File: src/rtl/grant_decoder.sv
// grant_decoder
//
// Turns an index offered by an upstream priority encoder into a registered
// one-hot grant. A grant is held until its owner signals done or drops its
// request, or until it has been held for TIMEOUT cycles, whichever comes
// first. Every grant is followed by a single GAP cycle, so there is always
// at least one idle cycle between consecutive grants.
//
// Parameters
//   TIMEOUT      maximum number of cycles gnt may stay high (2..255)
//
// Ports
//   clk          single clock, all state updates on the rising edge
//   rst_n        synchronous active-low reset
//   idx_valid    an index is offered this cycle
//   idx          offered grant index (0..7)
//   idx_ready    index is accepted this cycle (IDLE and not in reset)
//   req          live request vector
//   done         per-requester release strobe (only the owner's bit matters)
//   gnt          registered one-hot grant vector
//   owner        index of the current holder, meaningful while busy=1
//   busy         high while a grant is held
//   stray_err    one-cycle pulse after an accepted index had no live request
//   timeout_err  one-cycle pulse in the grant cycle that forces a release

module grant_decoder #(
  parameter int TIMEOUT = 16
) (
  input  logic       clk,
  input  logic       rst_n,
  input  logic       idx_valid,
  input  logic [2:0] idx,
  output logic       idx_ready,
  input  logic [7:0] req,
  input  logic [7:0] done,
  output logic [7:0] gnt,
  output logic [2:0] owner,
  output logic       busy,
  output logic       stray_err,
  output logic       timeout_err
);

  typedef enum logic [1:0] {
    IDLE  = 2'd0,
    GRANT = 2'd1,
    GAP   = 2'd2
  } stateT;

  // The hold counter is 0 in the first grant cycle, so reaching TIMEOUT-1
  // means gnt has been high for exactly TIMEOUT cycles.
  localparam logic [7:0] LAST_COUNT = 8'(TIMEOUT - 1);

  stateT      r_state;
  stateT      w_stateNext;
  logic [7:0] r_gnt;
  logic [7:0] w_gntNext;
  logic [2:0] r_owner;
  logic [2:0] w_ownerNext;
  logic [7:0] r_holdCount;
  logic [7:0] w_holdCountNext;
  logic       r_strayErr;
  logic       w_strayErrNext;
  logic       w_timeout;
  logic       w_accept;
  logic       w_release;

  // Next-state and next-output logic. Only the owner's done/req bits are
  // looked at, and only in GRANT, so foreign done strobes never matter.
  always_comb begin
    w_stateNext     = r_state;
    w_gntNext       = r_gnt;
    w_ownerNext     = r_owner;
    w_holdCountNext = r_holdCount;
    w_strayErrNext  = 1'b0;
    w_timeout       = 1'b0;
    w_accept        = (r_state == IDLE) && idx_valid;
    w_release       = done[r_owner] || !req[r_owner];

    case (r_state)
      IDLE: begin
        if (w_accept) begin
          if (req[idx]) begin
            w_gntNext       = 8'(1) << idx;
            w_ownerNext     = idx;
            w_holdCountNext = 8'd0;
            w_stateNext     = GRANT;
          end else begin
            w_strayErrNext = 1'b1;
          end
        end
      end
      GRANT: begin
        // A genuine release takes priority over a coincident timeout.
        if (w_release) begin
          w_gntNext   = 8'd0;
          w_stateNext = GAP;
        end else if (r_holdCount == LAST_COUNT) begin
          w_gntNext   = 8'd0;
          w_stateNext = GAP;
          w_timeout   = 1'b1;
        end else begin
          // Only reached below LAST_COUNT, so the counter saturates there.
          w_holdCountNext = r_holdCount + 8'd1;
        end
      end
      GAP: begin
        w_gntNext   = 8'd0;
        w_stateNext = IDLE;
      end
      default: begin
        w_gntNext   = 8'd0;
        w_stateNext = IDLE;
      end
    endcase
  end

  // State and registered outputs.
  always_ff @(posedge clk) begin
    if (!rst_n) begin
      r_state     <= IDLE;
      r_gnt       <= 8'd0;
      r_owner     <= 3'd0;
      r_holdCount <= 8'd0;
      r_strayErr  <= 1'b0;
    end else begin
      r_state     <= w_stateNext;
      r_gnt       <= w_gntNext;
      r_owner     <= w_ownerNext;
      r_holdCount <= w_holdCountNext;
      r_strayErr  <= w_strayErrNext;
    end
  end

  // timeout_err has to appear in the last grant cycle itself, so it is
  // combinational; gating with rst_n keeps a reset during that cycle silent.
  assign idx_ready   = rst_n && (r_state == IDLE);
  assign busy        = (r_state == GRANT);
  assign gnt         = r_gnt;
  assign owner       = r_owner;
  assign stray_err   = r_strayErr;
  assign timeout_err = rst_n && w_timeout;

endmodule

File: config.mk
export PLATFORM = sky130hd
export DESIGN_NAME = grant_decoder
export DESIGN_NICKNAME = d
export VERILOG_FILES = /design/src/rtl/grant_decoder.sv
export SDC_FILE = /design/constraint.sdc
export NUM_CORES = 1
export LEC_CHECK = 0
export BUFFER_PORTS_ARGS = -buffer_cell sky130_fd_sc_hd__buf_2
export CAP_MARGIN = 20
export CELL_PAD_IN_SITES_DETAIL_PLACEMENT = 1
export CELL_PAD_IN_SITES_GLOBAL_PLACEMENT = 1
export CORE_MARGIN = 2
export CORE_UTILIZATION = 33
export CTS_CLUSTER_SIZE = 24
export DETAILED_ROUTE_END_ITERATION = 16
export PLACE_DENSITY = 0.83
export SLEW_MARGIN = 20
export SYNTH_ARGS = -nofsm -noshare
export SYNTH_HDL_FRONTEND = slang
export SYNTH_SLANG_ARGS = --single-unit
File: constraint.sdc
create_clock -name clk -period 1.6 [get_ports clk]
set_input_delay 0.08 -clock clk [delete_from_list [all_inputs] [get_ports clk]]
set_output_delay 0.08 -clock clk [all_outputs]
set_load 0.05 [all_outputs]
After elaboration in Yosys (flattened, before gate mapping)

Cells that the tools add are included.

Register bits after elaboration: 22

$add $sub $neg: 1
Order comparisons: 2
Eq/ne operators: 7
Shift operators: 1
Mux-type cells: 25
Reductions and logical operators: 11

Operator list:

| operator                                                                     | number |
|---|---|
| 8-bit 2-to-1 mux                                                             | 8 |
| 8-bit one-hot mux with 2 select lines                                        | 2 |
| 1-bit binary-select mux with 3-bit select                                    | 3 |
| 3-bit AND reduction                                                          | 3 |
| 8-bit by 1-bit adder with 8-bit output, second input constant                | 1 |
| 8-bit by 4-bit equality test with 1-bit output, second input constant        | 1 |
| 3-bit by 4-bit less-than comparator with 1-bit output, second input constant | 2 |
| 2-bit 2-to-1 mux                                                             | 4 |
| 1-bit by 3-bit << shifter with 8-bit output, first input constant            | 1 |
| 1-bit 2-to-1 mux                                                             | 7 |
| 2-bit != test, second input constant                                         | 3 |
| 5-bit AND reduction                                                          | 1 |
| 2-bit one-hot mux with 2 select lines                                        | 1 |
| 1-bit logical AND                                                            | 3 |
| 3-bit by 1-bit != test with 1-bit output, second input constant              | 1 |
| 2-bit by 1-bit equality test with 1-bit output, second input constant        | 1 |
| 2-bit zero test                                                              | 1 |
| 2-bit by 1-bit != test with 1-bit output, second input constant              | 1 |
| 2-bit nonzero test                                                           | 1 |
| 1-bit zero test                                                              | 1 |
| 1-bit logical OR                                                             | 1 |

Logic depth before layout (Yosys ltp)

Depth in word-level cells: 7
Gate-level depth with buffers: 6

Least setup slack after synthesis

Ideal clock, no wire load.

Kind: register -> output
Start: reg r_owner[2] (netlist: owner[2])
End: out timeout_err
Data arrival time: 2,069 ps
Setup slack: -549 ps
Stages on the path, launching flop included: 5
Cells stage by stage: dfxtp_1 -> mux4_2 -> nand2b_1 -> and2_1 -> and3b_1

Longest elaborated chain between the ends: 7
Elaborated cells on any way between the ends: 9
Those cells by class: mux (6); reduce/logical (3)

RTL lines:

| item                                      | line | text |
|---|---|---|
| start: declaration                        | 57   | `logic [2:0] r_owner;` |
| start signal: assignment                  | 128  | `r_owner <= w_ownerNext;` |
| 1-bit binary-select mux with 3-bit select | 77   | `w_release = done[r_owner] \|\| !req[r_owner];` |
| 1-bit 2-to-1 mux (not written as such)    | 77   |  |
| 1-bit zero test                           | 77   |  |
| 1-bit logical OR (*)                      | 77   |  |
| 1-bit 2-to-1 mux (*)                      | 94   | `if (w_release) begin` |
| 1-bit 2-to-1 mux (*)                      | 79   | `case (r_state)` |
| 1-bit logical AND (*)                     | 141  | `assign timeout_err = rst_n && w_timeout;` |
| end: declaration                          | 40   | `output logic timeout_err` |

Every way passes the cells marked *; elsewhere a longest branch is shown, timed or not. The select of a mux whose other input is x is not followed.

Worst setup path after layout

Same ends and word-level chain as after synthesis.

==> flow_metrics.py <==
metrics = {
    "synthesis": {
        "synth_edf_count": 0,
        "syn_area_mm2": 0.001237,
        "ys.flop_type": "dfxtp_1",
        "syn_inst": 144,
        "synth-seq-area-share": 0.3559,
        "yosysMostFrequentCell": "dfxtp_1",
        "syn_area_per_cell_um2": 8.593,
        "ys_seq_elements": 22,
        "async_flop_share": 0,
        "ys_warn_count": 0,
        "ys_top_cells_by_area": "dfxtp_1 (36%), mux2i_1 (5.7%), nand2_1 (4.2%)",
        "yosys.area.top_type": "dfxtp_1",
        "syn-num-nets": 167,
        "synth_common_cells": "dfxtp_1 (22), nand2_1 (14), inv_1 (10), nand2b_1 (8), o22ai_1 (8)",
        "synth.top_cell.area_share": 0.3559,
        "synth.distinct_cells": 41,
    },
    "placed_design": {
        "portBuffers": 36,
        "hpwl_um": 3041,
        "place_area_mm2": 0.001700,
        "place_congestion": 0.8362,
    },
    "timing": {
        "fin_skew_ps": 4.831,
        "period_share": 1.169,
        "rsz0062_at_grt": "yes",
        "worst_slew_pin_slew_ps": 367.3,
        "setup_ws_ps": -270.1,
        "fin_hold_ws_ps": 60.45,
        "finalCriticalPeriod_ps": 1870,
        "fin_setup_tns_ps": -1907,
        "setup_viol": 17,
        "timing_hold_violations_final": 0,
        "fmax_mhz": 534.7,
        "relSlewSlack": 0.7551,
        "maxSlewViolCount": 0,
    },
    "worst_setup_path": {
        "cp_data_arrival_time_ps": 1790,
        "cp-start-kind": "flip-flop",
        "path_class": "reg -> out",
        "cpPeakStageDelay_ps": 550,
        "reg2reg_slack_ps": -180,
        "rr_startpoint": "owner[2]",
        "endpoint_kind": "output port",
        "worst-r2r-cell-count": 6,
        "cp.required_ps": 1520,
        "reg2reg_to": "r_holdCount[5]",
        "path_cells": "mux4_2 -> nand2b_4 -> and2_4 -> and3b_2 -> buf_8",
        "cp_slowest_cell": "mux4_2",
        "critPathMaxFanout": 6,
    },
    "route": {
        "vias": 1370,
        "wirelength_um": 3937,
        "dr.pass1.iters": 4,
        "post_drt_wl_per_cell_um": 15.14,
        "vias_per_cell": 5.269,
        "drc_errors": 0,
        "drt-initial-drc-count": 33,
        "ant_nets": 0,
    },
    "clock_network": {
        "holdBufCountCts": 0,
        "tritoncts": "yes",
        "clk_latency_ps": 270,
        "clk_path_buf_depth": 2,
        "clock-sinks": 22,
        "cts_buffers": 3,
        "cts_max_level": 1,
        "cts.clk_slew.worst_paths_ps": 80,
        "root_buffer": "clkbuf_8",
    },
    "global_route": {
        "grt.total_usage": 0.1985,
        "grt_first_pass_wirelength_um": 6624,
        "grt_max_degree": 14,
        "grt_pass1_vias": 1433,
        "grt_remaining_overflow": 0,
        "antenna_found_initial": 0,
    },
    "hold_path": {
        "whs_endpoint": "stray_err",
        "holdPathStages": 3,
        "worstHoldStart": "idx_valid",
        "hp-class": "in -> reg",
    },
    "power_and_ir_drop": {
        "power.total_mw": 1.602,
        "power_leakage_nw": 0.8091,
        "p_per_area_mw_per_mm2": 865.0,
        "peakVddDrop_uv": 382.4,
    },
    "cells_and_area": {
        "final_util": 0.5096,
        "antenna_cells": 0,
        "finalInstanceArea_mm2": 0.001852,
        "area_growth_pct": 49.65,
        "layout-drive-gt1-share": 0.4481,
        "layout.nets": 236,
        "fill_cells": 444,
    },
    "status": {
        "failed_checks": "negative setup slack",
        "status": "finished, violations left",
    },
    "floorplanning": {
        "die_height_um": 65.24,
        "die_w_um": 65.24,
        "io_pins": 37,
        "start_util": 0.3406,
        "core_area_mm2": 0.003633,
        "rows": 22,
        "die-area_mm2": 0.004256,
    },
    "job": {
        "maxCapViolCount": 0,
    },
}
[flip-flops by register name (all words and copies together), names as in the netlist]
signal	flops
r_state	2
r_holdCount	8
stray_err	1
gnt	8
owner	3
[cell type report]
cell class,instances,area [µm²],area share
Clock buffer,3,41.29,0.02230
Clock inverter,1,30.03,0.01622
Inverter,10,41.29,0.02230
Multi-Input combinational cell,110,810.8,0.4378
Sequential cell,22,449.2,0.2426
Tap cell,48,60.06,0.03243
Timing Repair Buffer,66,419.2,0.2264
[timing repair]
item                                    CTS  global route
buffers inserted                          3             1
endpoints found under the setup margin   17            18
pin swaps                                 2             3
gates resized for setup                   6             6
[stage by stage]
| step | instances | setup WS (ps) |
|---|---|---|
| 2_1_floorplan | 144 | -112.7 |
| 3_3_place_gp | 253 | -106.5 |
| 3_5_place_dp | 253 | -180.8 |
| 4_1_cts | 260 | -254.6 |
| 5_1_grt | 260 | -331.2 |
| 6_report | 260 | -270.1 |
[placed cells by master, fill, tap and decap left out, drive strengths merged, types with 2 or more instances in the layout]
master / Yosys / layout
a32oi: 3 / 3
o21ai: 6 / 6
a22oi: 2 / 2
inv: 10 / 9
mux2i: 7 / 7
nor2: 7 / 7
o22ai: 8 / 8
clkbuf: 1 / 3
nand2b: 8 / 8
o211ai: 6 / 6
nor4: 2 / 2
nand2: 14 / 14
buf: 1 / 66
a21oi: 5 / 5
nor3: 5 / 5
and2: 4 / 4
and3: 4 / 4
dfxtp: 22 / 22
nor3b: 2 / 2
or3: 4 / 4
a31oi: 2 / 2
o21a: 2 / 2
nor2b: 3 / 3
nand3: 4 / 4
[per-layer routing]
metal | vias to the layer above | GRT usage | part of all wire | routed length (µm)
li1 | 676 | - | - | -
met1 | 656 | 0.2399 | 0.44 | 1751
met2 | 30 | 0.3431 | 0.50 | 1981
met3 | 8 | 0.03082 | 0.031 | 124
met4 | 0 | 0.09375 | 0.020 | 79
met5 | - | 0 | 0 | 0
[where the power goes]
part	total, mW	switching, mW	internal [mW]
logic	0.466	0.265	0.201
clock network	0.526	0.191	0.334
registers	0.610	0.0308	0.579
total	1.60	0.487	1.11
[kinds of logic after synthesis]
family | Yosys count | share of synthesized area
AND/OR/NAND/NOR | 63 | 0.2942
AO/OA/AOI/OAI | 37 | 0.2164
flip-flops | 22 | 0.3559
buffers and inverters | 12 | 0.03944
multiplexers | 9 | 0.08392
adder cells (fa/ha/maj) | 1 | 0.01011
[worst max-delay path by stage]
| stage | start | to | depth (start not counted) |
|---|---|---|---|
| after CTS | owner[2] | timeout_err | 5 |
| after global placement | owner[2] | timeout_err | 5 |
| final | owner[2] | timeout_err | 5 |
| after global routing | owner[2] | timeout_err | 5 |
| after detailed placement | r_holdCount[7] | r_holdCount[3] | 6 |
| after floorplan | owner[2] | r_holdCount[6] | 4 |
[worst max-delay path, delay by kind of cell, from the launching register on]
family | cells | cell delay, ps
buffers and inverters | 1 | 140
and+or+nand+nor | 3 | 420
DFF | 1 | 400
muxes | 1 | 550
No activity file was read; power rests on OpenSTA's default activity.
